File: src/rtl/pixel_accum.sv
// Pixel accumulator: sums SPP spectrum samples per pixel, converts to OUT_W-bit RGB.
// Optional macro PIXEL_ACCUM_ROUND_EN selects round-half-up conversion instead of truncation.
module pixel_accum #(
    parameter int CH_W     = 17,
    parameter int FRAC     = 16,
    parameter int LOG2_SPP = 2,
    parameter int OUT_W    = 8,
    parameter int PIX_W    = 16
) (
    input  logic                 clk,
    input  logic                 rst,
    input  logic                 in_valid,
    output logic                 in_ready,
    input  logic [3*CH_W-1:0]    in_spec,
    input  logic                 flush,
    output logic                 out_valid,
    input  logic                 out_ready,
    output logic [3*OUT_W-1:0]   out_rgb,
    output logic [PIX_W-1:0]     out_pix_idx
);

    localparam int AW  = CH_W + LOG2_SPP;
    localparam int SW  = AW + 1;
    localparam int S   = LOG2_SPP + FRAC - OUT_W;
    localparam int SPP = 1 << LOG2_SPP;
    localparam int CW  = (LOG2_SPP > 0) ? LOG2_SPP : 1;

    typedef enum logic {S_ACCUM, S_OUTPUT} state_t;

    state_t                    state, state_nxt;
    logic [2:0][AW-1:0]        acc, sum;
    logic [2:0][CH_W-1:0]      spec;
    logic [2:0][OUT_W-1:0]     rgb_q, rgb_nxt;
    logic [CW-1:0]             cnt;
    logic                      last, acc_ok, out_hs;

    assign spec    = in_spec;
    assign out_rgb = rgb_q;
    assign last    = (cnt == CW'(SPP - 1));

    // One extra bit so the rounding constant cannot wrap before saturation.
    function automatic logic [OUT_W-1:0] conv(input logic [AW-1:0] a);
        logic [SW-1:0] t;
`ifdef PIXEL_ACCUM_ROUND_EN
        t = {1'b0, a} + (SW'(1) << (S - 1));
`else
        t = {1'b0, a};
`endif
        t = t >> S;
        if (t > SW'((1 << OUT_W) - 1))
            return '1;
        else
            return t[OUT_W-1:0];
    endfunction

    always_comb begin
        in_ready  = 1'b0;
        out_valid = (state == S_OUTPUT);
        if (!rst)
            in_ready = (state == S_ACCUM) ? !flush : out_ready;
        acc_ok = in_valid && in_ready;
        out_hs = out_valid && out_ready;
        // In OUTPUT an accepted sample starts a fresh pixel, so it is loaded, not added.
        for (int i = 0; i < 3; i++) begin
            sum[i]     = ((state == S_OUTPUT) ? '0 : acc[i]) + AW'(spec[i]);
            rgb_nxt[i] = conv(sum[i]);
        end
    end

    always_comb begin
        state_nxt = state;
        case (state)
            S_ACCUM:  if (!flush && acc_ok && last) state_nxt = S_OUTPUT;
            S_OUTPUT: if (out_hs) state_nxt = (acc_ok && last) ? S_OUTPUT : S_ACCUM;
            default:  state_nxt = S_ACCUM;
        endcase
    end

    always_ff @(posedge clk) begin
        if (rst) begin
            state       <= S_ACCUM;
            acc         <= '0;
            cnt         <= '0;
            out_pix_idx <= '0;
            rgb_q       <= '0;
        end else begin
            state <= state_nxt;
            if (out_hs)
                out_pix_idx <= out_pix_idx + PIX_W'(1);
            if (state == S_ACCUM && flush) begin
                acc <= '0;
                cnt <= '0;
            end else if (acc_ok) begin
                if (last) begin
                    acc   <= '0;
                    cnt   <= '0;
                    rgb_q <= rgb_nxt;
                end else begin
                    acc <= sum;
                    cnt <= cnt + CW'(1);
                end
            end else if (out_hs) begin
                acc <= '0;
                cnt <= '0;
            end
        end
    end

endmodule

File: config.mk
export PLATFORM = sky130hd
export DESIGN_NAME = pixel_accum
export DESIGN_NICKNAME = d
export VERILOG_FILES = /design/src/rtl/pixel_accum.sv
export SDC_FILE = /design/constraint.sdc
export NUM_CORES = 1
export LEC_CHECK = 0
export BUFFER_PORTS_ARGS = -buffer_cell sky130_fd_sc_hd__buf_2
export CAP_MARGIN = 10
export CELL_PAD_IN_SITES_DETAIL_PLACEMENT = 2
export CELL_PAD_IN_SITES_GLOBAL_PLACEMENT = 2
export CORE_UTILIZATION = 37
export CTS_CLUSTER_SIZE = 12
export DETAILED_ROUTE_END_ITERATION = 10
export PLACE_DENSITY = 0.89
export SLEW_MARGIN = 20
export SYNTH_ARGS = -nofsm -noshare
export SYNTH_HDL_FRONTEND = slang
export SYNTH_SLANG_ARGS = --single-unit
File: constraint.sdc
create_clock -name clk -period 4.48 [get_ports clk]
set_input_delay 0.448 -clock clk [delete_from_list [all_inputs] [get_ports clk]]
set_output_delay 0.448 -clock clk [all_outputs]
set_load 0.05 [all_outputs]
==> After elaboration in Yosys (flattened, before gate mapping) <==
Cells that the tools add are included.
{ "word_totals": {"regBits": 100, "latchBits": 0, "ram_bits": 0, "romBits": 0, "input_bits": 56, "out_inout_bits": 42, "elab_cells": 48, "n_memories": 0} }
{ "op_classes": {"addsub": 5, "mul": 0, "n_div": 0, "magnitude_cmp": 3, "n_eq_ne": 1, "shifts": 0, "n_mux": 18, "n_bitwise": 2, "n_reduce_logical": 10} }
{ "ops": {"columns": ["op", "n"], "rows": [
  ["57-bit two-way mux", 3],
  ["19-bit by 17-bit adder with 19-bit output", 3],
  ["19-bit two-way mux", 3],
  ["9-bit by 8-bit greater-than comparator with 1-bit output, second input constant", 3],
  ["8-bit two-way mux", 3],
  ["16-bit by 1-bit adder with 16-bit output, second input constant", 1],
  ["1-bit logical AND", 6],
  ["2-bit two-way mux", 3],
  ["1-bit two-way mux", 5],
  ["3-bit AND reduction", 1],
  ["2-bit by 1-bit adder with 2-bit output, second input constant", 1],
  ["2-bit equality test, second input constant", 1],
  ["1-bit NOT", 2],
  ["1-bit one-hot mux with 2 select lines", 1],
  ["2-bit nonzero test", 1],
  ["2-bit OR reduction", 1],
  ["1-bit zero test", 1]
]} }

==> Longest topological paths before layout <==
{ "logic_depth": {"word_depth": 8, "ltp_mapped": 12, "ltp_nobuf": 10} }

==> Worst setup path before layout <==
No wires, ideal clock.
{ "synth_timing": {"path_kind": "register to register", "from": "register state, in the netlist out_valid", "to": "register rgb_q, in the netlist out_rgb[7]", "setup_time_ps": 120, "t_arrival_ps": 3239, "required_time_ps": 4360, "setup_slack_ps": 1122, "path_stages_with_launch": 12, "n_path_buf": 2, "period_less_slack_ps": 3358, "cell_sequence": "dfxtp_1 -> buf_4 -> clkbuf_1 -> nor2b_1 -> ha_1 -> fa_1 -> a211oi_2 -> o21ai_2 -> a221oi_4 -> o41ai_4 -> xnor2_2 -> o31a_1"} }
{ "synth_between": {"elab_chain_len": 4, "elab_cells_between_ends": 11, "classes_between": "add/sub: 1; order compare: 1; mux: 4; bitwise: 2; reduce/logical: 3"} }
{ "synth_lines": {"columns": ["element", "line_no", "source"], "rows": [
  ["from (decl)", "30", "state_t state, state_nxt;"],
  ["from (signal assigned)", "87", "state <= state_nxt;"],
  ["19-bit two-way mux, or another cell as far along", "65", "sum[i] = ((state == S_OUTPUT) ? '0 : acc[i]) + AW'(spec[i]);"],
  ["19-bit by 17-bit adder with 19-bit output, or another cell as far along", "65", null],
  ["9-bit by 8-bit greater-than comparator with 1-bit output, or another cell as far along", "50", "if (t > SW'((1 << OUT_W) - 1))"],
  ["8-bit two-way mux or 3-bit AND reduction (tied branches)", null, null],
  ["to (signal assigned)", "97", "rgb_q <= rgb_nxt;"],
  ["to (decl)", "33", "logic [2:0][OUT_W-1:0] rgb_q, rgb_nxt;"]
]} }
Parallel ways exist; a longest one is shown, timed or not.
A chain may end at the register's enable or synchronous reset.

==> Worst setup path in the final report <==
{ "layout_timing": {"from": "register state, in the netlist out_valid", "to": "register acc[31] in the netlist's numbering"} }
{ "layout_between": {"elab_chain_len": 4, "elab_cells_between_ends": 12, "classes_between": "add/sub: 1; mux: 5; bitwise: 1; reduce/logical: 5"} }
{ "layout_lines": {"columns": ["element", "line_no", "source"], "rows": [
  ["19-bit two-way mux or 1-bit two-way mux (tied branches)", "65, 60", null],
  ["19-bit by 17-bit adder with 19-bit output or 1-bit two-way mux (tied branches)", "65, 59", null],
  ["57-bit two-way mux or 1-bit logical AND (tied branches)", "94, 61", null],
  ["57-bit two-way mux or 2-bit nonzero test (tied branches)", null, null],
  ["to (signal assigned)", "99", "acc <= sum;"],
  ["to (decl)", "31", "logic [2:0][AW-1:0] acc, sum;"]
]} }
Parallel ways exist; a longest one is shown, timed or not.

==> metrics.csv <==
stage,metric,value,unit
layout,multi_input_area,0.00443,mm2
die,die_h,136,um
cts,cts_setup_buffers,0,
die,die_w,136,um
min_path,min_path_type,input pin to flop,
cts,max-clock-path-buffers,2,
routing,ant_nets,0,
synth,yosys_warnings,0,
die,ioPinCount,98,
cts,cts.sinks,100,
cts,clkTransAtPathRegs,0.09,ns
timing,holdWs,0.473,ns
setup_path,crit_required,4.77,ns
cts,clkLatencyLatePin,0.36,ns
die,core,0.0174,mm2
synth,synthMuxAreaShare,0.302,%
synth,synth_seq_cells,100,
timing,tightest_slew,0.807,ns
grt,track_usage,26.7,%
die,rows,48,
timing,relSlewSlack,46.2,%
cts,numCtsBuffers,9,
timing,min_period_over_period,76.7,%
pwr,max-vdd-ir-drop,0.208,mV
synth,synth-edff-count,0,
place,globalplace.congestion,0.851,
cts,ctsHoldBuffers,0,
setup_path,end_kind,flop,
routing,drc,0,
status,status,finished clean,
layout,layout-drive-gt1-share,17.6,%
timing,clock_skew,0.0133,ns
grt,grt_pass1_wl,38200,um
grt,grt_overflow,0,
layout,utilization,43.6,%
timing,hold_viol,0,
cts,cts_tree,yes,
synth,yosys.area_share.simple,20.8,%
flow_run,cap_violations,0,
synth,synth-main-ff-cell,dfxtp_1,
synth,synth-compound-area-share,26.3,%
synth,synth_top_family_by_area,compound AO/OA/AOI/OAI gates,
synth,synth_xor_area_share,8.14,%
grt,antenna_found_initial,0,
routing,wl_per_cell,21.7,um
setup_path,cp_max_fo,22,
timing,slew_viol_final,0,
synth,avgSynthCellArea,8.27,um2
synth,synthAdderAreaFrac,10.9,%
synth,syn_nets,913,
synth,synth_cell_types,72,
timing,fmax,291,MHz
synth,yosysSeqAreaShare,30.2,%
layout,diodes,0,
setup_path,cp-start-kind,flop,
routing,drtIter0Drc,218,
layout,num-fill-cells,1985,
synth,synthArstFlopShare,0,%
timing,fin_setup_tns,0,ns
layout,syn2layout_area_growth,14.6,%
cts,cts_root_buffer,clkbuf_16,
cts,cts_resized,0,
timing,fin_crit,3.44,ns
timing,grt_setup_unrepaired,no,
grt,first_global_vias,7076,
layout,seq_area,0.00200,mm2
setup_path,path_class,flop to flop,
grt,grt_max_degree,59,
die,start_util,38.0,%
place,place_hpwl,17200,um
cts,h-tree-depth,3,
routing,drt_wl_total,23800,um
synth,synth_area,0.00663,mm2
place,portBuffers,97,
routing,vias,6508,
layout,post-route-cell-area,0.00759,mm2
setup_path,crit_arrival,3.73,ns
pwr,leakage,3.36,nW
layout,nNetsFinal,983,
place,place_area,0.00729,mm2
pwr,power_density,264,mW/mm2
die,die_area,0.0184,mm2
timing,setup_viol,0,
routing,via_per_inst,5.91,
routing,drtPass1Iterations,4,
synth,synthCells,801,
-- kinds of logic (layout without fill, tap and decap cells) --
group	count (synthesis)	count (layout)
and+or+nand+nor	281	281
xor gates and xnor gates	59	59
adders and majority gates	56	56
muxes	2	2
DFF	100	100
AOI/OAI and AO/OA	250	250
buffers and inverters	53	128
-- layer usage --
metal | share of wire, % | track usage, % | vias up
met5 | 0 | 0 | -
met4 | 2.8 | 10.4 | 0
met3 | 3.7 | 4.21 | 48
met2 | 50 | 46.2 | 146
met1 | 44 | 33.0 | 3254
li1 | - | - | 3060
-- registers in the layout, indices dropped and copies added, names as in the netlist --
name         count
out_valid        1
acc             57
cnt              2
out_pix_idx     16
out_rgb         24
-- critical path, cell delays in order (launching register included) --
cell and delay (ns):
dfxtp_2 0.65, buf_4 0.29, nor2b_1 0.07, ha_1 0.21, fa_1 0.45, a211oi_2 0.29
o211ai_2 0.15, a2111oi_0 0.54, nor3_1 0.14, xnor2_1 0.17, o2bb2a_1 0.32, nor2_1 0.09
-- per-stage QoR --
step | std cells | worst slack, ns | power, mW
after global routing | 1101 | 0.739 | 2.09
final | 1101 | 1.04 | 2.01
after CTS | 1101 | 1.05 | 2.03
after detailed placement | 1085 | 1.08 | 1.20
after floorplan | 801 | 1.12 | 1.11
after global placement | 1085 | 1.34 | 1.19
-- synth_stat cells (3+ instances only) --
| cell | number | area share [%] |
|---|---|---|
| a211oi_1 | 5 | 0.57 |
| a211oi_2 | 4 | 0.76 |
| a21boi_0 | 3 | 0.34 |
| a21o_1 | 18 | 2.0 |
| a21oi_1 | 57 | 4.3 |
| a22oi_1 | 40 | 4.5 |
| a31oi_1 | 12 | 1.1 |
| a32o_1 | 3 | 0.45 |
| a32oi_1 | 5 | 0.66 |
| and2_1 | 6 | 0.57 |
| and3_1 | 8 | 0.76 |
| and4_1 | 3 | 0.40 |
| buf_2 | 11 | 0.83 |
| clkbuf_1 | 31 | 1.8 |
| dfxtp_1 | 100 | 30 |
| fa_1 | 3 | 0.91 |
| ha_1 | 53 | 10 |
| inv_1 | 5 | 0.28 |
| nand2_1 | 42 | 2.4 |
| nand2b_1 | 3 | 0.28 |
| nand3_1 | 15 | 1.1 |
| nand4_1 | 13 | 1.2 |
| nor2_1 | 104 | 5.9 |
| nor2b_1 | 58 | 5.5 |
| nor3_1 | 14 | 1.1 |
| o2111ai_1 | 4 | 0.53 |
| o211ai_1 | 10 | 1.1 |
| o21a_1 | 5 | 0.57 |
| o21ai_0 | 44 | 3.3 |
| o21ai_1 | 3 | 0.23 |
| o221a_2 | 3 | 0.51 |
| or3_1 | 6 | 0.57 |
| xnor2_1 | 29 | 3.8 |
| xnor2_2 | 3 | 0.74 |
| xor2_1 | 27 | 3.6 |
-- cell usage in the layout (no fill, tap or decap), types with 3 or more instances in the layout --
cell type / n
o2111ai_1: 4
a21oi_1: 57
a21o_2: 3
and3_1: 8
xnor2_2: 3
a31oi_1: 11
dfxtp_1: 99
nand4_1: 13
and4_1: 3
a32o_1: 3
a22oi_1: 40
a21o_1: 17
ha_1: 53
nand2_1: 42
nand3_1: 15
nor2b_1: 58
or3_1: 6
o211ai_1: 10
buf_4: 9
o21ai_0: 44
clkbuf_16: 9
a211oi_2: 4
o221a_2: 3
o21a_1: 5
xnor2_1: 29
fa_1: 3
a32oi_1: 5
nand2b_1: 3
a211oi_1: 5
xor2_1: 27
inv_6: 3
nor3_1: 13
buf_2: 97
o21ai_1: 3
nor2_1: 104
inv_1: 5
and2_1: 6
a21boi_0: 3
-- where the power goes --
group          total [mW]  internal [mW]  switching, mW
combinational       0.288          0.104          0.184
sequential          0.902          0.897        0.00499
clock               0.818          0.398          0.420
-- cell type report --
type	count	area share (%)
sequential	100	26.4
clock buffer	9	2.97
clock inverter	7	0.972
timing repair buffer	106	7.28
multi-input combinational	648	58.4
inverter	6	0.297
tap	225	3.71
-- worst paths after layout --
kind | slack, ns | from | to | cells past startpoint
setup / recovery | 1.04 | out_valid | acc[31] | 11
hold / removal | 0.47 | in_valid | cnt[1] | 3
setup reg to reg | 1.04 | out_valid | acc[31] | 11
hold reg to reg | 0.48 | acc[51] | acc[51] | 2
Power figures use the tool's default switching activity.
